$ cat config.mk
export PLATFORM = sky130hd
export DESIGN_NAME = dmem_arbiter_flat
export DESIGN_NICKNAME = d
export VERILOG_FILES = /design/src/rtl/dmem_arb_pkg.sv /design/src/rtl/dmem_arb_if.sv /design/src/rtl/dmem_arb_wait_ctr.sv /design/src/rtl/dmem_arbiter.sv /design/src/flat_wrapper.sv
export SDC_FILE = /design/constraint.sdc
export NUM_CORES = 1
export LEC_CHECK = 0
export CAP_MARGIN = 0
export CORE_MARGIN = 4
export CORE_UTILIZATION = 31
export CTS_CLUSTER_DIAMETER = 30
export DETAILED_ROUTE_END_ITERATION = 12
export PLACE_DENSITY = 0.77
export SLEW_MARGIN = 20
export SYNTH_ARGS = -nofsm -noshare
export SYNTH_HDL_FRONTEND = slang
export SYNTH_SLANG_ARGS = --single-unit
export TNS_END_PERCENT = 5
$ cat constraint.sdc
create_clock -name clock -period 2.7 [get_ports clock]
set_input_delay 0.675 -clock clock [delete_from_list [all_inputs] [get_ports clock]]
set_output_delay 0.675 -clock clock [all_outputs]
set_load 0.05 [all_outputs]
$ cat src/rtl/dmem_arb_pkg.sv
// Shared types for the data-memory arbiter: FSM state and memory-owner encodings.
package dmem_arb_pkg;

  typedef enum logic {
    PIPE_OWN   = 1'b0,
    EXT_FORCED = 1'b1
  } state_t;

  typedef enum logic [1:0] {
    OWN_NONE = 2'd0,
    OWN_P    = 2'd1,
    OWN_E    = 2'd2
  } owner_t;

  localparam logic [3:0]  WAIT_CNT_MAX  = 4'hF;
  localparam logic [15:0] STALL_CNT_MAX = 16'hFFFF;

endpackage

$ cat src/rtl/dmem_arb_if.sv
// Bus bundle for dmem_arbiter: pipeline port, external port, memory side and debug taps.
interface dmem_arb_if #(
  parameter int ADDRESS_LINE = 8,
  parameter int DATA_WIDTH   = 8
);
  import dmem_arb_pkg::*;

  // Handshake: port E holds ext_req/ext_we/ext_addr/ext_wdata stable until the cycle
  // ext_gnt=1; that cycle is the access. A read returns ext_rdata with a one-cycle
  // ext_rvalid pulse on the following cycle. Port P never handshakes: pipe_stall=1
  // means its request was not served this cycle and must be repeated.
  logic                    pipe_mem_read;
  logic                    pipe_mem_write;
  logic [ADDRESS_LINE-1:0] pipe_addr;
  logic [DATA_WIDTH-1:0]   pipe_wdata;
  logic [DATA_WIDTH-1:0]   pipe_rdata;
  logic                    pipe_stall;

  logic                    ext_req;
  logic                    ext_we;
  logic [ADDRESS_LINE-1:0] ext_addr;
  logic [DATA_WIDTH-1:0]   ext_wdata;
  logic                    ext_gnt;
  logic [DATA_WIDTH-1:0]   ext_rdata;
  logic                    ext_rvalid;

  logic [ADDRESS_LINE-1:0] mem_address;
  logic [DATA_WIDTH-1:0]   mem_write_data;
  logic                    mem_write;
  logic                    mem_read;
  logic [DATA_WIDTH-1:0]   mem_read_data;

  state_t                  dbg_state;
  logic [3:0]              dbg_wait_cnt;

  modport slave (
    input  pipe_mem_read, pipe_mem_write, pipe_addr, pipe_wdata,
    input  ext_req, ext_we, ext_addr, ext_wdata,
    input  mem_read_data,
    output pipe_rdata, pipe_stall,
    output ext_gnt, ext_rdata, ext_rvalid,
    output mem_address, mem_write_data, mem_write, mem_read,
    output dbg_state, dbg_wait_cnt
  );

  modport master (
    output pipe_mem_read, pipe_mem_write, pipe_addr, pipe_wdata,
    output ext_req, ext_we, ext_addr, ext_wdata,
    output mem_read_data,
    input  pipe_rdata, pipe_stall,
    input  ext_gnt, ext_rdata, ext_rvalid,
    input  mem_address, mem_write_data, mem_write, mem_read,
    input  dbg_state, dbg_wait_cnt
  );

endinterface

$ cat src/rtl/dmem_arb_wait_ctr.sv
// Saturating count of cycles port E has been denied; flags when the next cycle must be forced.
module dmem_arb_wait_ctr
  import dmem_arb_pkg::*;
#(
  parameter int MAX_WAIT = 4
) (
  input  logic       clock,
  input  logic       reset,
  input  logic       i_ext_req,
  input  logic       i_grant_e,
  output logic       o_force_next,
  output logic [3:0] o_wait_cnt
);

  localparam logic [4:0] LP_MAX_WAIT = 5'(MAX_WAIT);

  logic [3:0] r_cnt;
  logic [4:0] w_cnt_inc;

  always_ff @(posedge clock or posedge reset) begin
    if (reset) begin
      r_cnt <= 4'd0;
    end else if (!i_ext_req || i_grant_e) begin
      r_cnt <= 4'd0;
    end else if (r_cnt != WAIT_CNT_MAX) begin
      r_cnt <= r_cnt + 4'd1;
    end
  end

  // Compare in 5 bits so a saturated count of 15 plus one does not wrap.
  assign w_cnt_inc    = {1'b0, r_cnt} + 5'd1;
  assign o_force_next = i_ext_req && !i_grant_e && (w_cnt_inc >= LP_MAX_WAIT);
  assign o_wait_cnt   = r_cnt;

endmodule

$ cat src/rtl/dmem_arbiter.sv
// Data-memory arbiter: pipeline port P has priority, external port E gets idle or forced slots.
// Optional stall statistics counter enabled by defining DMEM_ARB_STATS_EN.
module dmem_arbiter
  import dmem_arb_pkg::*;
#(
  parameter int ADDRESS_LINE = 8,
  parameter int DATA_WIDTH   = 8,
  parameter int MAX_WAIT     = 4
) (
  input  logic       clock,
  input  logic       reset,
  dmem_arb_if.slave  bus
`ifdef DMEM_ARB_STATS_EN
  ,
  output logic [15:0] stall_cnt
`endif
);

  state_t r_state;
  state_t w_state_next;
  owner_t w_owner;

  logic                    w_pipe_req;
  logic                    w_grant_e;
  logic                    w_pipe_stall;
  logic                    w_force_next;
  logic [3:0]              w_wait_cnt;

  logic [ADDRESS_LINE-1:0] w_mem_address;
  logic [DATA_WIDTH-1:0]   w_mem_write_data;
  logic                    w_mem_write;
  logic                    w_mem_read;
  logic [DATA_WIDTH-1:0]   w_pipe_rdata;

  logic [DATA_WIDTH-1:0]   r_ext_rdata;
  logic                    r_ext_rvalid;

  assign w_pipe_req = bus.pipe_mem_read | bus.pipe_mem_write;

  always_ff @(posedge clock or posedge reset) begin
    if (reset) r_state <= PIPE_OWN;
    else       r_state <= w_state_next;
  end

  always_comb begin
    w_state_next = r_state;
    w_owner      = OWN_NONE;
    case (r_state)
      PIPE_OWN: begin
        if (w_pipe_req)       w_owner = OWN_P;
        else if (bus.ext_req) w_owner = OWN_E;
        w_state_next = w_force_next ? EXT_FORCED : PIPE_OWN;
      end
      EXT_FORCED: begin
        w_owner      = OWN_E;
        w_state_next = PIPE_OWN;
      end
      default: begin
        w_owner      = OWN_NONE;
        w_state_next = PIPE_OWN;
      end
    endcase
    // Nobody touches memory while reset is held.
    if (reset) w_owner = OWN_NONE;
  end

  assign w_grant_e    = (w_owner == OWN_E);
  assign w_pipe_stall = !reset && (r_state == EXT_FORCED) && w_pipe_req;

  dmem_arb_wait_ctr #(
    .MAX_WAIT (MAX_WAIT)
  ) u_wait_ctr (
    .clock        (clock),
    .reset        (reset),
    .i_ext_req    (bus.ext_req),
    .i_grant_e    (w_grant_e),
    .o_force_next (w_force_next),
    .o_wait_cnt   (w_wait_cnt)
  );

  always_comb begin
    w_mem_address    = '0;
    w_mem_write_data = '0;
    w_mem_write      = 1'b0;
    w_mem_read       = 1'b0;
    w_pipe_rdata     = '0;
    case (w_owner)
      OWN_P: begin
        w_mem_address    = bus.pipe_addr;
        w_mem_write_data = bus.pipe_wdata;
        w_mem_write      = bus.pipe_mem_write;
        // A simultaneous read+write request is treated as a write.
        w_mem_read       = bus.pipe_mem_read & ~bus.pipe_mem_write;
        w_pipe_rdata     = bus.mem_read_data;
      end
      OWN_E: begin
        w_mem_address    = bus.ext_addr;
        w_mem_write_data = bus.ext_wdata;
        w_mem_write      = bus.ext_we;
        w_mem_read       = ~bus.ext_we;
      end
      default: ;
    endcase
  end

  always_ff @(posedge clock or posedge reset) begin
    if (reset) begin
      r_ext_rdata  <= '0;
      r_ext_rvalid <= 1'b0;
    end else begin
      r_ext_rvalid <= w_grant_e & ~bus.ext_we;
      if (w_grant_e && !bus.ext_we) r_ext_rdata <= bus.mem_read_data;
    end
  end

`ifdef DMEM_ARB_STATS_EN
  logic [15:0] r_stall_cnt;

  always_ff @(posedge clock or posedge reset) begin
    if (reset) begin
      r_stall_cnt <= 16'd0;
    end else if (w_pipe_stall && (r_stall_cnt != STALL_CNT_MAX)) begin
      r_stall_cnt <= r_stall_cnt + 16'd1;
    end
  end

  assign stall_cnt = r_stall_cnt;
`endif

  assign bus.mem_address    = w_mem_address;
  assign bus.mem_write_data = w_mem_write_data;
  assign bus.mem_write      = w_mem_write;
  assign bus.mem_read       = w_mem_read;
  assign bus.pipe_rdata     = w_pipe_rdata;
  assign bus.pipe_stall     = w_pipe_stall;
  assign bus.ext_gnt        = w_grant_e;
  assign bus.ext_rdata      = r_ext_rdata;
  assign bus.ext_rvalid     = r_ext_rvalid;
  assign bus.dbg_state      = r_state;
  assign bus.dbg_wait_cnt   = w_wait_cnt;

endmodule

$ cat src/flat_wrapper.sv
// flat-port wrapper written by rule: the top's interface ports become plain ports
module dmem_arbiter_flat import dmem_arb_pkg::*;
#(
  parameter int ADDRESS_LINE = 8,
  parameter int DATA_WIDTH   = 8,
  parameter int MAX_WAIT     = 4
)
  (clock, reset, bus_pipe_mem_read, bus_pipe_mem_write, bus_pipe_addr, bus_pipe_wdata, bus_ext_req, bus_ext_we, bus_ext_addr, bus_ext_wdata, bus_mem_read_data, bus_pipe_rdata, bus_pipe_stall, bus_ext_gnt, bus_ext_rdata, bus_ext_rvalid, bus_mem_address, bus_mem_write_data, bus_mem_write, bus_mem_read, bus_dbg_state, bus_dbg_wait_cnt);
  dmem_arb_if #(.ADDRESS_LINE(ADDRESS_LINE), .DATA_WIDTH(DATA_WIDTH)) bus_i ();
  input  logic clock;
  input  logic reset;
  input wire logic [$bits(bus_i.pipe_mem_read)-1:0] bus_pipe_mem_read;
  input wire logic [$bits(bus_i.pipe_mem_write)-1:0] bus_pipe_mem_write;
  input wire logic [$bits(bus_i.pipe_addr)-1:0] bus_pipe_addr;
  input wire logic [$bits(bus_i.pipe_wdata)-1:0] bus_pipe_wdata;
  input wire logic [$bits(bus_i.ext_req)-1:0] bus_ext_req;
  input wire logic [$bits(bus_i.ext_we)-1:0] bus_ext_we;
  input wire logic [$bits(bus_i.ext_addr)-1:0] bus_ext_addr;
  input wire logic [$bits(bus_i.ext_wdata)-1:0] bus_ext_wdata;
  input wire logic [$bits(bus_i.mem_read_data)-1:0] bus_mem_read_data;
  output wire logic [$bits(bus_i.pipe_rdata)-1:0] bus_pipe_rdata;
  output wire logic [$bits(bus_i.pipe_stall)-1:0] bus_pipe_stall;
  output wire logic [$bits(bus_i.ext_gnt)-1:0] bus_ext_gnt;
  output wire logic [$bits(bus_i.ext_rdata)-1:0] bus_ext_rdata;
  output wire logic [$bits(bus_i.ext_rvalid)-1:0] bus_ext_rvalid;
  output wire logic [$bits(bus_i.mem_address)-1:0] bus_mem_address;
  output wire logic [$bits(bus_i.mem_write_data)-1:0] bus_mem_write_data;
  output wire logic [$bits(bus_i.mem_write)-1:0] bus_mem_write;
  output wire logic [$bits(bus_i.mem_read)-1:0] bus_mem_read;
  output wire logic [$bits(bus_i.dbg_state)-1:0] bus_dbg_state;
  output wire logic [$bits(bus_i.dbg_wait_cnt)-1:0] bus_dbg_wait_cnt;
  assign bus_i.pipe_mem_read = bus_pipe_mem_read;
  assign bus_i.pipe_mem_write = bus_pipe_mem_write;
  assign bus_i.pipe_addr = bus_pipe_addr;
  assign bus_i.pipe_wdata = bus_pipe_wdata;
  assign bus_i.ext_req = bus_ext_req;
  assign bus_i.ext_we = bus_ext_we;
  assign bus_i.ext_addr = bus_ext_addr;
  assign bus_i.ext_wdata = bus_ext_wdata;
  assign bus_i.mem_read_data = bus_mem_read_data;
  assign bus_pipe_rdata = bus_i.pipe_rdata;
  assign bus_pipe_stall = bus_i.pipe_stall;
  assign bus_ext_gnt = bus_i.ext_gnt;
  assign bus_ext_rdata = bus_i.ext_rdata;
  assign bus_ext_rvalid = bus_i.ext_rvalid;
  assign bus_mem_address = bus_i.mem_address;
  assign bus_mem_write_data = bus_i.mem_write_data;
  assign bus_mem_write = bus_i.mem_write;
  assign bus_mem_read = bus_i.mem_read;
  assign bus_dbg_state = bus_i.dbg_state;
  assign bus_dbg_wait_cnt = bus_i.dbg_wait_cnt;
  dmem_arbiter #(.ADDRESS_LINE(ADDRESS_LINE), .DATA_WIDTH(DATA_WIDTH), .MAX_WAIT(MAX_WAIT)) u_core (.clock(clock), .reset(reset), .bus(bus_i));
endmodule
# Word-level counts from Yosys, hierarchy flattened
# Cells that the tools add are included.
op_classes:
  n_reduce_logical: 11
  eq_ne: 3
  bitwise: 6
  n_lt_le_gt_ge: 1
  add_sub_neg: 2
  mux: 13
ops:
  columns: ["cell", "n"]
  rows:
  - ["case mux 8 bit (2 select lines)", 2]
  - ["2-to-1 mux 4 bit", 2]
  - ["2-to-1 mux 8 bit", 1]
  - ["2-to-1 mux 2 bit", 3]
  - ["case mux 1 bit (2 select lines)", 3]
  - ["adder 4 x 1 -> 5 bit (second input constant)", 1]
  - ["greater-or-equal comparator 5 x 3 -> 1 bit (second input constant)", 1]
  - ["logical AND 1 bit", 5]
  - ["adder 4 x 1 -> 4 bit (second input constant)", 1]
  - ["zero test 1 bit", 4]
  - ["!= test 4 bit (second input constant)", 1]
  - ["case mux 2 bit (2 select lines)", 1]
  - ["inverter 1 bit", 3]
  - ["AND 1 bit", 2]
  - ["== test 2 x 1 -> 1 bit (second input constant)", 1]
  - ["== test 2 bit (second input constant)", 1]
  - ["nonzero test 2 bit", 1]
  - ["logical OR 1 bit", 1]
  - ["2-to-1 mux 1 bit", 1]
  - ["bitwise OR 1 bit", 1]
totals:
  wordCells: 40
  reg_bits: 14
  output_inout_bits: 42
  in_bits: 46

# Longest topological paths before layout
# Gate-level depths: netlist (run 1).
depth:
  depth_word: 10
  mapped_depth: 8
  ltp_nobuf: 7

# Hierarchy
# A second synthesis (run 1) with hierarchy kept.
unflattened:
  hier_cells: 108
  hier_area_um2: 1032.2
by_module_without_submodules:
  columns: ["module", "cells_each", "area_per_inst_um2", "instances", "seq_area_each_um2"]
  rows:
  - ["dmem_arbiter", 82, 763.2, 1, 250.2]
  - ["dmem_arb_wait_ctr", 26, 269.0, 1, 100.1]

# Worst setup path after synthesis (run 1)
# OpenSTA, ideal clock, no wires.
synth_timing:
  kind: "input to output"
  startpoint: "input bus_pipe_mem_write"
  endpoint: "output bus_mem_address[0]"
  required_time_ns: 2.025
  stages: 7
  path_buffers: 1
  t_arrival_ns: 2.667
  setup_slack_ns: -0.642
  path_cell_list: "nor2_1 a21oi_1 nor2_1 ha_1 buf_2 a22oi_1 nor2_1"
synth_via:
  elab_chain_cells: 6
  word_cells_on_any_way: 7
  classes_between: "2 x eq/ne; 4 x mux; 1 x bitwise"
synth_rtl:
  columns: ["item", "line_no", "text"]
  rows:
  - ["start, declared", "flat_wrapper.sv:13", "input wire logic [$bits(bus_i.pipe_mem_write)-1:0] bus_pipe_mem_write;"]
  - ["bitwise OR 1 bit", "dmem_arbiter.sv:38", "assign w_pipe_req = bus.pipe_mem_read | bus.pipe_mem_write;"]
  - ["2-to-1 mux 2 bit", "dmem_arbiter.sv:50", "if (w_pipe_req) w_owner = OWN_P;"]
  - ["case mux 2 bit (2 select lines)", "dmem_arbiter.sv:48", "case (r_state)"]
  - ["2-to-1 mux 2 bit", "dmem_arbiter.sv:64", "if (reset) w_owner = OWN_NONE;"]
  - ["== test 2 bit", null, null]
  - ["named net bus_ext_gnt", "flat_wrapper.sv:23", "output wire logic [$bits(bus_i.ext_gnt)-1:0] bus_ext_gnt;"]
  - ["case mux 8 bit (2 select lines)", "dmem_arbiter.sv:87", "case (w_owner)"]
  - ["end, declared", "flat_wrapper.sv:26", "output wire logic [$bits(bus_i.mem_address)-1:0] bus_mem_address;"]
# The timed path passes the listed nets, and every way through them passes these cells.

# Worst setup path in the final report (run 1)
layout_timing:
  startpoint: "input bus_pipe_mem_write"
  endpoint: "output bus_mem_write_data[7]"
layout_via:
  elab_chain_cells: 6
  word_cells_on_any_way: 7
  classes_between: "2 x eq/ne; 4 x mux; 1 x bitwise"
layout_rtl:
  columns: ["item", "line_no", "text"]
  rows:
  - ["bitwise OR 1 bit *", "dmem_arbiter.sv:38", null]
  - ["2-to-1 mux 2 bit *", "dmem_arbiter.sv:50", null]
  - ["case mux 2 bit (2 select lines) *", "dmem_arbiter.sv:48", null]
  - ["2-to-1 mux 2 bit *", "dmem_arbiter.sv:64", null]
  - ["== test 2 bit or == test 2 x 1 -> 1 bit (tied branches)", "dmem_arbiter.sv:87", null]
  - ["case mux 8 bit (2 select lines) *", "dmem_arbiter.sv:87", null]
  - ["end, declared", "flat_wrapper.sv:27", "output wire logic [$bits(bus_i.mem_write_data)-1:0] bus_mem_write_data;"]
# Every way passes the cells marked *; elsewhere a longest branch is shown, timed or not.

==> summary.md, run 1 <==
- 1291 — via total after detailed routing
- 0 — setup violation total in the final timing report
- 0.5728 mW — net switching component of the power
- 2020 ps — data arrival time of the critical path
- 55.56% — share of cells above drive strength 1
- 0 — ant diodes
- 810 ps — register-to-register path setup slack
- 7.286 ps — Worst Skew
- 20.42 um — post-detailed-route wirelength per cell
- 0 — Maximum Capacitance Violations
- input pin — Critical Path Start Type
- 64.40 um — die width
- 32.30% — initial standard-cell utilization of the core
- 3291 um — DP HPWL
- buf_8 -> nor2_4 -> a21oi_2 -> or2_1 -> ha_4 -> buf_12 -> a22oi_2 -> nor2_4 -> buf_4 — cell-by-cell trace of the critical path
- 5126 um — Post-Route WL
- 0 — hold buffer count at cts
- 23.4% — sequential share of power
- built — clock tree from TritonCTS
- 0 — hold violation total from the final report
- 0 — total number of yosys warnings
- 3 — number of buffers created by CTS
- clkbuf_4 — Root Buffer
- 24.16% — overall fraction of global-route tracks in use
- 0 — remaining global-route overflow
- 7.369 ps — final critical-path setup slack
- 99.73% — portion of the clock cycle consumed by the worst path in the final layout
- finished clean — result of the run
- 156 — number of nets produced by synthesis
- 503.5 nW/um^2 — power per cell area
- 2 — clock tree buffer depth
- 5.143 — via density per instance
- output pin — Worst setup EP type
- 35.53% — portion of the post-synthesis area used by sequential elements
- 251 — post-layout instance count excluding filler cells
- 156.6% — Area Growth Syn to Fin
- 1399 — vias in the first global route
- 0.7011 mW — Int Pwr
- 14 — # clock sinks
- 259 — NumNets Final
- 985.9 um^2 — Netlist Area Pre-Place
- 7672 um — global-route wire length before repair
- 3053 um^2 — area of the placeable core
- -581.6 ps — dpl ws
- 53 — DRC marker count from the first detailed-route iteration
- 22 — count of different cell masters after synthesis
- 0 — post-detailed-route DRC marker count
- yes — setup repair after global routing missed its margin
- 44.96% — switching share of power
- 20 — Site Rows
- input pin to output pin — WS Path Type
- 80 ps — clock-pin slew on the worst setup and hold paths
- 9.390 um^2 — Post-Syn Area per Cell
- 1 — CTS H-tree depth
- 105 — number of standard cells after synthesis
- 2693 ps — crit path time final
- 88 — # IOs
- or2_1 — CP max stage cell
- 518.0 ps — Least-Margin Pin Slew
- 250 ps — worst stage delay on the critical path
- 14 — number of synthesized register bits
- 1.009 nW — static leakage power
- nor2_4 — cell with the most instances on the worst path
- 7 — maximum net fanout on the critical path
- 64.40 um — Vert. Die Dim
- 87 — PortBufs
- 4 — DR pass1 iterations
- flip-flop to flip-flop — worst min-delay path class
- 64.6% — share of power burned in combinational logic
- 464.1 uV — highest ir drop seen on vdd
- 242 — number of cells after detailed placement
- 518.1 ps — final-layout worst hold slack
- 0 — antenna violations before repair
- 0 — Antenna Nets Post-Route
- 0.8111 — routability congestion estimate
- 3 — worst path buffer plus inverter count
- 2030 ps — required time reported for the critical path endpoint
- 0 — max-slew violation total from the final report
- buffers and inverters — family of cells with the greatest summed delay on the critical path
- 371.4 MHz — f_max
- 4147 um^2 — Die Area
- 12.0% — Clk network pwr share
- 65.36% — Max-Slew Margin vs Limit
- 15 — pin count of the biggest net entering global routing
- 280 ps — clock latency reported for the late side of the worst-skew pair
==> cell families (layout without fill, tap and decap cells) <==
group	after synthesis	count (layout)	share of synthesized area, %
AOI/OAI and AO/OA	22	22	16.24
xor gates and xnor gates	1	1	0.8885
adders and majority gates	5	5	6.345
buffers and inverters	10	112	6.218
DFF	14	14	35.53
muxes	9	9	13.20
and+or+nand+nor	44	44	21.57
==> power by group through the flow <==
stage	clock network, mW	registers (mW)	logic, mW
after floorplan	0	0.468	0.269
after global placement	0	0.292	0.729
after detailed placement	0	0.297	0.737
after CTS	0.153	0.293	0.803
after global routing	0.167	0.305	0.852
final	0.153	0.298	0.823
==> sequential cells by signal, indices dropped and copies added (netlist names) <==
register                      cells
u_core.bus.ext_rdata              8
u_core.u_wait_ctr.o_wait_cnt      4
u_core.bus.dbg_state              1
u_core.bus.ext_rvalid             1
==> final cells by class <==
cell class,instances,area (um^2)
Clock buffer,4,36.28
Fill cell,149,523.0
Inverter,3,11.26
Multi-Input combinational cell,81,867.1
Sequential cell,14,350.3
Tap cell,44,55.05
Timing Repair Buffer,105,1210
==> cells in the final DEF (no fill, tap or decap), drive strengths merged <==
cell type,synthesis,layout
clkbuf,0,6
a21oi,1,1
inv,3,3
xnor2,1,1
a211oi,2,2
dfrtp,14,14
mux2i,1,1
a22oi,17,17
mux2,8,8
clkdlybuf4s50,0,55
ha,5,5
nor4,1,1
nand3,2,2
nand2,1,1
a31oi,2,2
nor3,3,3
nor2,25,25
or2,1,1
buf,7,48
nor3b,1,1
nand2b,1,1
and2,8,8
nor2b,1,1
==> timing repair <==
action	CTS	global route
buffers inserted	4	1
resized for setup	67	14
pin swaps	22	10
cloned	1	0
endpoints found under the setup margin	27	26
==> worst register-to-register path, stage by stage (launching register included) <==
cell and delay, ps:
dfrtp_1 500, a21oi_2 80, nor2_2 200, ha_4 210, nor2b_4 200, buf_4 240, mux2_4 330
==> worst paths after layout <==
check / from / end / depth (start not counted)
min in group asynchronous: reset / u_core.bus.dbg_state / 3
min reg2reg: u_core.bus.ext_rdata[5] / u_core.bus.ext_rdata[5] / 1
max: bus_pipe_mem_write / bus_mem_write_data[7] / 9
min: u_core.bus.ext_rdata[5] / u_core.bus.ext_rdata[5] / 1
max in group asynchronous: reset / u_core.u_wait_ctr.o_wait_cnt[2] / 3
max reg2reg: u_core.bus.dbg_state / u_core.bus.ext_rdata[0] / 6
==> stage by stage <==
step | power (mW) | setup TNS (ps) | cell area, um^2 | utilization (%)
after floorplan | 0.7374 | -321.8 | 1117 | -
after global placement | 1.021 | -11380 | 2175 | 71.23
after detailed placement | 1.034 | -15170 | 2175 | 71.23
after CTS | 1.249 | -20.15 | 2485 | 81.39
after global routing | 1.324 | -437.0 | 2530 | 82.87
final | 1.274 | 0 | 2530 | 82.87
==> routing by layer <==
layer  track usage [%]  wire [um]  up-vias
met2             42.27       2616       71
met4             9.235        191        0
met3             6.503        451       18
met1             27.84       1865      621
met5                 0          0        -
li1                  -          -      581
==> cell usage after synthesis <==
cell | number | area [um^2]
nor2b_4 | 1 | 13.76
or2_1 | 1 | 6.260
nand2b_1 | 1 | 6.260
a21oi_1 | 1 | 5.000
xnor2_1 | 1 | 8.760
buf_12 | 1 | 20.02
inv_1 | 3 | 11.26
nor3_1 | 3 | 15.01
a22oi_1 | 17 | 127.6
mux2i_1 | 1 | 10.01
nor3b_1 | 1 | 7.510
mux2_4 | 8 | 120.1
dfrtp_1 | 14 | 350.3
and2_1 | 8 | 50.05
nor4_1 | 1 | 6.260
buf_2 | 6 | 30.03
nand3_1 | 2 | 10.01
a31oi_1 | 2 | 12.51
ha_1 | 5 | 62.56
nand2_1 | 1 | 3.750
nor2_1 | 25 | 93.84
a211oi_1 | 2 | 15.01
Power figures use the tool's default switching activity.
==> run 2, diff against run 1 <==
clock period = 2.8 ns   (was 2.7 ns; I/O delays follow)
==> run 2 against run 1 <==
Combinational power down 4.5%. Largest cell class unchanged. Global-route usage down 0.95 points. Non-clock buffer count down 2. Sequential power down 5%. Worst setup slack better by 1.4 ps. Utilization down 3.0 points. Power down 7.1%. Die area unchanged. Design area down 3.7%. Cell count down 1.2%. Critical path depth up 1. Via count down 4.3%.
==> summary.md, run 2 (synthesis results as in run 1) <==
- finished clean — result of the run
- buf_4 — cell with the most instances on the worst path
- 0 — Antenna Nets Post-Route, unchanged
- 23.9% — sequential share of power, +0.5 points
- 4147 um^2 — Die Area, unchanged
- 960 ps — register-to-register path setup slack, +150 ps
- 5 — maximum net fanout on the critical path, -2
- 14 — # clock sinks, unchanged
- 15 — pin count of the biggest net entering global routing, unchanged
- 0.6472 mW — Int Pwr, -7.7%
- 0 — max-slew violation total from the final report, unchanged
- 220 ps — worst stage delay on the critical path, -30 ps
- 0 — remaining global-route overflow, unchanged
- 9.6% — Clk network pwr share, -2.4 points
- built — clock tree from TritonCTS
- 429.4 uV — highest ir drop seen on vdd, -7.5%
- 5 — worst path buffer plus inverter count, +2
- 10 — total stage count of the critical path, +1
- 87 — PortBufs, unchanged
- 6 — depth of the worst register-to-register path, unchanged
- 2100 ps — required time reported for the critical path endpoint, +70 ps
- 80 ps — clock-pin slew on the worst setup and hold paths, about the same
- 280 ps — clock latency reported for the late side of the worst-skew pair, about the same
- 63.67% — Max-Slew Margin vs Limit, -1.7 points
- clkdlybuf4s50_1 — commonest non-fill, non-tap cell in the layout
- 0.8120 — routability congestion estimate, +0.11%
- 0 — hold violation total from the final report, unchanged
- 19.79 um — post-detailed-route wirelength per cell, -3.1%
- 4909 um — Post-Route WL, -4.2%
- 2791 ps — crit path time final
- 4 — DR pass1 iterations, unchanged
- 1370 — vias in the first global route, -2.1%
- 3 — number of buffers created by CTS, unchanged
- buf_2 -> nor2_4 -> buf_4 -> nor3_4 -> inv_2 -> ha_4 -> buf_4 -> a22oi_2 -> nor2_4 -> buf_4 — cell-by-cell trace of the critical path
- 2090 ps — data arrival time of the critical path, +70 ps
- 32.30% — initial standard-cell utilization of the core, unchanged
- 241 — number of cells after detailed placement, -0.41%
- 147.2% — Area Growth Syn to Fin
- clkbuf_4 — Root Buffer
- 1236 — via total after detailed routing, -4.3%
- yes — setup repair after global routing missed its margin
- 99.69% — portion of the clock cycle consumed by the worst path in the final layout
- 2 — clock tree buffer depth, unchanged
- 50 — DRC marker count from the first detailed-route iteration, -5.7%
- 64.40 um — Vert. Die Dim, unchanged
- 1 — CTS H-tree depth, unchanged
- 0 — hold buffer count at cts, unchanged
- 0.9871 nW — static leakage power, -2.2%
- 88 — # IOs, unchanged
- 515.5 ps — final-layout worst hold slack, -2.567 ps
- 544.4 ps — Least-Margin Pin Slew, +26.39 ps
- 20 — Site Rows, unchanged
- bus_mem_address[2] — Setup crit end
- 257 — NumNets Final, -0.77%
- 23.21% — overall fraction of global-route tracks in use, -0.95 points
- 248 — post-layout instance count excluding filler cells, -1.2%
- 0 — setup violation total in the final timing report, unchanged
- 64.40 um — die width, unchanged
- 0 — post-detailed-route DRC marker count, unchanged
- input pin to output pin — WS Path Type
- 358.3 MHz — f_max
- 2.234 ps — Worst Skew, -5.051 ps
- 0 — Maximum Capacitance Violations, unchanged
- 0 — antenna violations before repair, unchanged
- input pin — Critical Path Start Type
- clkdlybuf4s50_1, buf_4, a22oi_2 — most frequent cells in the layout
- flip-flop to flip-flop — worst min-delay path class
- 53.43% — share of cells above drive strength 1, -2.1 points
- 45.29% — switching share of power, +0.32 points
- output pin — Worst setup EP type
- 7376 um — global-route wire length before repair, -3.9%
- u_core.bus.ext_rdata[1] — end of the worst register-to-register path
- 0 — ant diodes, unchanged
- 8 — flip-flop count of the largest register after layout, unchanged
- 0.5357 mW — net switching component of the power, -6.5%
- buffers and inverters — family of cells with the greatest summed delay on the critical path
- 66.5% — share of power burned in combinational logic, +1.9 points
- a22oi_2 — CP max stage cell
- 485.3 nW/um^2 — power per cell area, -3.6%
- 3053 um^2 — area of the placeable core, unchanged
- bus_pipe_mem_write — beginning of the critical path
- u_core.bus.dbg_state — critical register-to-register path startpoint
- 4.984 — via density per instance, -3.1%
- 3232 um — DP HPWL, -1.8%
run 2: area by class of cell:
| type | instances | area, um^2 |
|---|---|---|
| Tap cell | 44 | 55.05 |
| Fill cell | 173 | 615.6 |
| Clock buffer | 3 | 22.52 |
| Sequential cell | 14 | 350.3 |
| Multi-Input combinational cell | 81 | 847.1 |
| Inverter | 3 | 11.26 |
| Timing Repair Buffer | 103 | 1151 |
run 2: what timing repair did:
item	4_1_cts	5_1_grt
resized for setup	54	5
pin swaps	7	5
setup buffers	4	0
cloned	1	1
endpoints found under the setup margin	27	26
run 2: worst min path at each step:
stage	start	to	cells past startpoint
4_1_cts	u_core.bus.ext_rdata[6]	u_core.bus.ext_rdata[6]	1
3_5_place_dp	u_core.bus.ext_rdata[0]	u_core.bus.ext_rdata[0]	1
3_3_place_gp	u_core.bus.ext_rdata[6]	u_core.bus.ext_rdata[6]	1
6_report	u_core.bus.ext_rdata[6]	u_core.bus.ext_rdata[6]	1
2_1_floorplan	reset	u_core.bus.dbg_state	1
5_1_grt	u_core.bus.ext_rdata[4]	u_core.bus.ext_rdata[4]	1
run 2: power groups by stage:
stage	logic (mW)	registers, mW	clock network (mW)
5_1_grt	0.812	0.292	0.125
6_report	0.786	0.283	0.113
2_1_floorplan	0.259	0.452	0
3_3_place_gp	0.702	0.282	0
3_5_place_dp	0.711	0.285	0
4_1_cts	0.769	0.282	0.115
run 2: layer usage:
metal	global-route usage, %	wire, um
met1	24.60	1786
met2	41.88	2646
met3	7.557	415
met4	9.499	60
met5	0	0
run 2: stage by stage:
stage / worst slack [ps] / total power, mW / utilization (%) / TNS, ps / area (um^2)
after floorplan: 21.69 / 0.7110 / - / 0 / 1117
after global placement: -420.7 / 0.9838 / 70.98 / -10020 / 2167
after detailed placement: -507.4 / 0.9952 / 70.98 / -12120 / 2167
after CTS: 18.24 / 1.166 / 78.65 / 0 / 2401
after global routing: -47.18 / 1.229 / 79.84 / -637.8 / 2437
final: 8.776 / 1.183 / 79.84 / 0 / 2437
